**src/rtl/bit_serial_adder_ctrl_pkg.sv**
```systemverilog
// rtl/bit_serial_adder_ctrl_pkg.sv - shared state encoding and default width for the bit-serial adder
package bit_serial_adder_ctrl_pkg;

    localparam int DEFAULT_WIDTH = 8;

    typedef enum logic [1:0] {
        IDLE = 2'd0,
        RUN  = 2'd1,
        DONE = 2'd2
    } bsa_state_t;

endpackage

```
**src/rtl/bit_serial_adder_ctrl_full_adder_cell.sv**
```systemverilog
// rtl/bit_serial_adder_ctrl_full_adder_cell.sv - gate-level one-bit full adder
module full_adder_cell (
    input  logic a,
    input  logic b,
    input  logic cin,
    output logic s,
    output logic cout
);

    logic ab_x;
    logic ab_a;
    logic cx_a;

    xor g_x0 (ab_x, a, b);
    xor g_x1 (s, ab_x, cin);
    and g_a0 (ab_a, a, b);
    and g_a1 (cx_a, ab_x, cin);
    or  g_o0 (cout, ab_a, cx_a);

endmodule

```
**src/rtl/bit_serial_adder_ctrl.sv**
```systemverilog
// rtl/bit_serial_adder_ctrl.sv - LSB-first bit-serial adder with IDLE/RUN/DONE handshake
module bit_serial_adder_ctrl
    import bit_serial_adder_ctrl_pkg::*;
#(
    parameter int WIDTH = DEFAULT_WIDTH
) (
    input  logic             clk,
    input  logic             rst,
    input  logic             start,
    input  logic [WIDTH-1:0] a,
    input  logic [WIDTH-1:0] b,
    input  logic             cin,
    output logic             ready,
    output logic             busy,
    output logic             done,
    output logic [WIDTH-1:0] sum,
    output logic             cout,
    output logic             ovf
);

    localparam int CNT_W = (WIDTH > 1) ? $clog2(WIDTH) : 1;
    localparam logic [CNT_W-1:0] LAST_BIT = CNT_W'(WIDTH - 1);

    bsa_state_t       state;
    logic [WIDTH-1:0] a_sr;
    logic [WIDTH-1:0] b_sr;
    logic [WIDTH-1:0] res_sr;
    logic             carry;
    logic [CNT_W-1:0] cnt;
    logic             fa_s;
    logic             fa_c;

    full_adder_cell u_fa (
        .a    (a_sr[0]),
        .b    (b_sr[0]),
        .cin  (carry),
        .s    (fa_s),
        .cout (fa_c)
    );

    always_ff @(posedge clk or posedge rst) begin
        if (rst) begin
            state  <= IDLE;
            a_sr   <= '0;
            b_sr   <= '0;
            res_sr <= '0;
            carry  <= 1'b0;
            cnt    <= '0;
            sum    <= '0;
            cout   <= 1'b0;
            ovf    <= 1'b0;
            ready  <= 1'b1;
            busy   <= 1'b0;
            done   <= 1'b0;
        end else begin
            case (state)
                IDLE: begin
                    if (start) begin
                        a_sr  <= a;
                        b_sr  <= b;
                        carry <= cin;
                        cnt   <= '0;
                        state <= RUN;
                        ready <= 1'b0;
                        busy  <= 1'b1;
                    end
                end
                RUN: begin
                    res_sr <= {fa_s, res_sr[WIDTH-1:1]};
                    a_sr   <= a_sr >> 1;
                    b_sr   <= b_sr >> 1;
                    carry  <= fa_c;
                    if (cnt == LAST_BIT) begin
                        // carry still holds the carry into the MSB at this edge
                        sum   <= {fa_s, res_sr[WIDTH-1:1]};
                        cout  <= fa_c;
                        ovf   <= carry ^ fa_c;
                        state <= DONE;
                        busy  <= 1'b0;
                        done  <= 1'b1;
                    end else begin
                        cnt <= cnt + 1'b1;
                    end
                end
                DONE: begin
                    state <= IDLE;
                    done  <= 1'b0;
                    ready <= 1'b1;
                end
                default: begin
                    state <= IDLE;
                    ready <= 1'b1;
                    busy  <= 1'b0;
                    done  <= 1'b0;
                end
            endcase
        end
    end

endmodule
```
**config.mk**
```make
export PLATFORM = sky130hd
export DESIGN_NAME = bit_serial_adder_ctrl
export DESIGN_NICKNAME = d
export VERILOG_FILES = /design/src/rtl/bit_serial_adder_ctrl_pkg.sv /design/src/rtl/bit_serial_adder_ctrl_full_adder_cell.sv /design/src/rtl/bit_serial_adder_ctrl.sv
export SDC_FILE = /design/constraint.sdc
export NUM_CORES = 1
export LEC_CHECK = 0
export ABC_AREA = 1
export CORE_UTILIZATION = 45
export DETAILED_ROUTE_END_ITERATION = 8
export PLACE_DENSITY_LB_ADDON = 0.3
export SLEW_MARGIN = 40
export SYNTH_ARGS = -nofsm -noshare
export SYNTH_HDL_FRONTEND = slang
export SYNTH_HIERARCHICAL = 1
export SYNTH_SLANG_ARGS = --single-unit
```
**constraint.sdc**
```tcl
create_clock -name clk -period 2.4 [get_ports clk]
set_input_delay 0.24 -clock clk [delete_from_list [all_inputs] [get_ports clk]]
set_output_delay 0.24 -clock clk [all_outputs]
set_load 0.01 [all_outputs]
```
* After elaboration in Yosys (flattened, before gate mapping)
Cells that the tools add are included.
W data, S select, Z words.
** Word-level totals
- Word-level logic and storage cells :: 56
- Output and inout bits :: 13
- Bits of input ports :: 20
- Register bits after elaboration :: 43
** Operators by class
- Add/subtract/negate cells :: 1
- Reductions and logical operators :: 9
- Mux-type cells :: 19
- Bitwise logic cells :: 9
- Equality and inequality tests :: 6
** Operator list (number)
- $pmux W8 S2 :: 2
- $mux W8 :: 2
- $reduce_and A2 Y1 :: 5
- $mux W3 :: 2
- $ne A2 B2 Y1 const B :: 3
- $pmux W1 S2 :: 3
- $pmux W3 S2 :: 1
- $reduce_and A3 Y1 :: 2
- $mux W1 :: 5
- $mux W2 :: 2
- $pmux W2 S2 :: 1
- $add A3 B1 Y3 const B :: 1
- $eq A3 B3 Y1 const B :: 1
- $not A1 Y1 :: 3
- $pmux W1 S3 :: 1
- $xor A1 B1 Y1 :: 3
- $and A1 B1 Y1 :: 2
- $eq A2 B1 Y1 const B :: 1
- $eq A2 B2 Y1 const B :: 1
- $logic_not A2 Y1 :: 1
- $reduce_bool A2 Y1 :: 1
- $or A1 B1 Y1 :: 1

* Logic depth before layout (Yosys ltp)
- Word-level depth :: 4
- Depth in mapped cells :: 7

* Hierarchy
The synthesis kept the hierarchy.
** Modules (own cells, without submodules)
- bit_serial_adder_ctrl :: sequential area each 1052.3 µm², cells each 241, instances 1, area each 1985.7 µm²
- full_adder_cell :: sequential area each 0.0 µm², cells each 1, instances 1, area each 20.0 µm²

* Least setup slack after synthesis
No wires, ideal clock.
- Path type :: reg-to-reg
- Start :: reg cnt[0]
- End :: reg sum[4]
- Arrival time :: 1.133 ns
- Stages on the path, launching flop included :: 6
- Buffers on the path :: 1
- Slack :: 1.147 ns
- Clock period less this slack :: 1.253 ns
- Required time :: 2.279 ns
- Cell sequence :: dfrtp_1 > ha_1 > ha_1 > nand2_2 > buf_6 > o21ai_1
** Between the ends
- Word-level cells in the longest chain between the ends :: 2
** Ends and longest elaborated chain
- start: declaration :: line bit_serial_adder_ctrl.sv:29 : logic [CNT_W-1:0] cnt;
- start signal: assignment :: line bit_serial_adder_ctrl.sv:82 : cnt <= cnt + 1'b1;
- $eq A3 B3 Y1 :: line bit_serial_adder_ctrl.sv:73 : if (cnt == LAST_BIT) begin
- $reduce_and A2 Y1 (no source line)
- end signal: assignment :: line bit_serial_adder_ctrl.sv:75 : sum <= {fa_s, res_sr[WIDTH-1:1]};
- end: declaration :: line bit_serial_adder_ctrl.sv:16 : output logic [WIDTH-1:0] sum,
Every way passes these cells.
A chain may end at the register's enable or synchronous reset.

* Worst setup path in the final report
- Start :: reg ready
- End :: out ready
** RTL lines
- start: declaration :: line bit_serial_adder_ctrl.sv:13 : output logic ready,
- start signal: assignment :: line bit_serial_adder_ctrl.sv:52 : ready <= 1'b1;
- start signal: assignment :: line bit_serial_adder_ctrl.sv:64 : ready <= 1'b0;
- start signal: assignment :: line bit_serial_adder_ctrl.sv:88 : ready <= 1'b1;
No word-level cell between the ends.

==> impl_results.md <==
* Row count at 23
* Global Route met2 Usage at 29.5%
* Hpwl dp at 2410 um
* Ys Warns at 6
* Arrival time worst endpoint at 1.36 ns
* Min Clock Period, post-route at 1.60 ns
* Post-CTS Resized at 0
* Clock buffer depth at 2
* Crit path kind: register to output port
* # fillers at 390
* Drt wl/cell at 11.1 um
* Met1 GRT Util at 22.5%
* Vias in the first global route at around 1,500
* CP top delay family: flip-flops
* Vias at 1,578
* Max IR drop VDD at 535 uV
* DIE HEIGHT at 68.8 um
* Gr usage total at a little under a fifth
* I/O pin cnt at 33
* Clock Skew at 0.00672 ns
* CP Cell Sequence: clkdlybuf4s50_1
* Hold Path Class: primary input to asynchronous set/reset pin
* Relative slew slack at 65.6%
* CP startpoint kind: register
* Setup violations, final at 0
* Worst path max stage delay at 0.54 ns
* Setup TNS at 0 ns
* GR peak layer: met2
* Postcts setup bufs at 0
* Worst path slowest cell: dfstp_2
* Nets at about 300
* Buffers on Ports at 32
* Syn Std Cell Area at between 2000 and 2500 sq um
* Clock Pin Slew Worst Setup and Hold Paths at 0.08 ns
* RSZ-0062 raised after global routing: false
* Syn Nets at approximately 270
* Final RePlAce weighted congestion at approximately 0.76
* Seq/Total Area, Yosys at a little over half
* Clk sinks at 42
* CTS tree: done
* Total CTS buffers at 5
* Layout cells sized above 1 at 8.39%
* DR iter-0 viols at 76
* CTS H-Tree Depth at 2
* Root Driver: clkbuf_8
* Critical-path maximum fanout at 2
* WL final at 3610 um
* Hold-fix buffers, CTS at 0
* Fin. max-slew vios at 0
* Post-synth cell types at 20
* # diodes at 0
* Cell Pwr Density at 1240 nW/um^2
* Peak Freq at 0.625 GHz
* Final Cycle Share at roughly two thirds
* Area Overhead vs Synth at 20.3%
* First-pass DRT Iterations at 4
* Die width at 68.8 um
* Antenna-violating nets left at 0
* Worst path buffer plus inverter count at 1
* Placed Area at 2320 sq um
* Clock Latency Late Sink at 0.30 ns
* # DRC at 0
* Least-Margin Pin Slew at 0.516 ns
* Mapped Cells at 242
* Initial Utilization at about half
* Die area at approximately 4700 sq um
* Synthesis-stage register bit count at 42
* Final Hold Fails at 0
* Syn avg cell area at 8.29 sq um
* Antenna violations before repair at 0
* Leak Pwr at between 0.001 and 0.0015 uW
* Core ar. at 4140 sq um
* Critical Path End Type: output port
* GRT overflow at 0
* Design area at ~2400 sq um
* Req. time, crit path at 2.16 ns
* Max Cap Viol at 0
* Largest net degree at the start of global routing at 43
* Met3 Usage GRT at just under 6%
* Status: finished, final reports clean
* First-pass GRT wire length at roughly 6300 um
* DR vias/cell at 4.87
stage by stage:
stage                     utilization (%)  cells  setup WS [ns]  power, uW  hold WS [ns]
after detailed placement             56.1    316          0.831       2560         0.470
after CTS                            58.2    324          0.788       3030         0.385
after floorplan                         -    242           1.15       2220         0.361
after global routing                 58.2    324          0.701       3300         0.409
after global placement               56.1    316          0.886       2540         0.460
final                                58.2    324          0.801       3000         0.358
power breakdown:
part	internal [uW]	switching, uW
registers	1040	179
logic	573	749
clock network	204	252
cell usage after synthesis:
library cell	count	area share, %
buf_2	4	1.0
buf_4	3	1.1
buf_6	4	2.2
dfrtp_1	41	51
dfstp_2	1	1.3
fa_1	1	1.0
ha_1	2	1.2
inv_1	40	7.5
inv_2	1	0.19
inv_4	1	0.31
nand2_1	67	13
nand2_2	3	0.94
nand2_4	1	0.56
nand3_1	48	12
nor2_1	5	0.94
nor2_2	1	0.31
o21ai_0	11	2.7
o21ai_1	3	0.75
o21ai_2	4	1.7
xor2_1	1	0.44
kinds of logic after synthesis:
group                      after synthesis  share of synthesized area, %
and+or+nand+nor                        125                          27.3
xor gates and xnor gates                 1                         0.437
buffers and inverters                   53                          12.4
adders and majority gates                3                          2.25
DFF                                     42                          52.5
AOI/OAI and AO/OA                       18                          5.24
layout by cell type, fill, tap and decap left out:
cell type        synthesis  routed
ha_1                     2       2
o21ai_2                  4       4
o21ai_0                 11      11
o21ai_1                  3       3
clkdlybuf4s50_1          0      32
inv_1                   40      40
dfstp_2                  1       1
nor2_1                   5       5
fa_1                     1       1
buf_4                    3       3
clkinv_2                 0       1
clkinv_4                 0       1
nand2_2                  3       3
nand3_1                 48      48
dfrtp_1                 41      41
inv_4                    1       1
nand2_4                  1       1
nand2_1                 67      67
nor2_2                   1       1
clkbuf_8                 0       5
clkinvlp_4               0       1
xor2_1                   1       1
inv_2                    1       1
cell type report:
| cell class | count | area [sq um] | share of cell area (%) |
|---|---|---|---|
| timing repair buffer | 35 | 343 | 14.2 |
| multi-input combinational | 147 | 706 | 29.2 |
| clock inverter | 3 | 21.3 | 0.881 |
| tap | 50 | 62.6 | 2.59 |
| clock buffer | 5 | 68.8 | 2.85 |
| sequential | 42 | 1050 | 43.6 |
| inverter | 42 | 160 | 6.64 |
state kept, by name, summed over array words and instances (netlist names):
| register | cells |
|---|---|
| res_sr | 7 |
| state | 2 |
| cout | 1 |
| busy | 1 |
| cnt | 3 |
| b_sr | 8 |
| a_sr | 8 |
| sum | 8 |
| ready | 1 |
| ovf | 1 |
| done | 1 |
| carry | 1 |
final timing paths:
path | start | endpoint | slack, ns | cells after the start
setup / recovery | ready$_DFFE_PP1P_ | ready | 0.80 | 1
hold / removal | rst | res_sr[1]$_DFFE_PP0P_ | 0.36 | 3
setup reg to reg | state[1]$_DFFE_PP0P_ | b_sr[0]$_DFFE_PP0P_ | 0.82 | 7
hold reg to reg | res_sr[1]$_DFFE_PP0P_ | sum[0]$_DFFE_PP0P_ | 0.48 | 2
max in group asynchronous | rst | ready$_DFFE_PP1P_ | 1.66 | 3
min in group clk | res_sr[1]$_DFFE_PP0P_ | sum[0]$_DFFE_PP0P_ | 0.48 | 2
routing by layer:
| metal | vias to the layer above | routed length (um) |
|---|---|---|
| met3 | 8 | 201 |
| met1 | 713 | 1740 |
| met4 | 0 | 77 |
| li1 | 808 | - |
| met2 | 49 | 1590 |
| met5 | - | 0 |
Note: power is estimated with default switching activity, not from simulation.
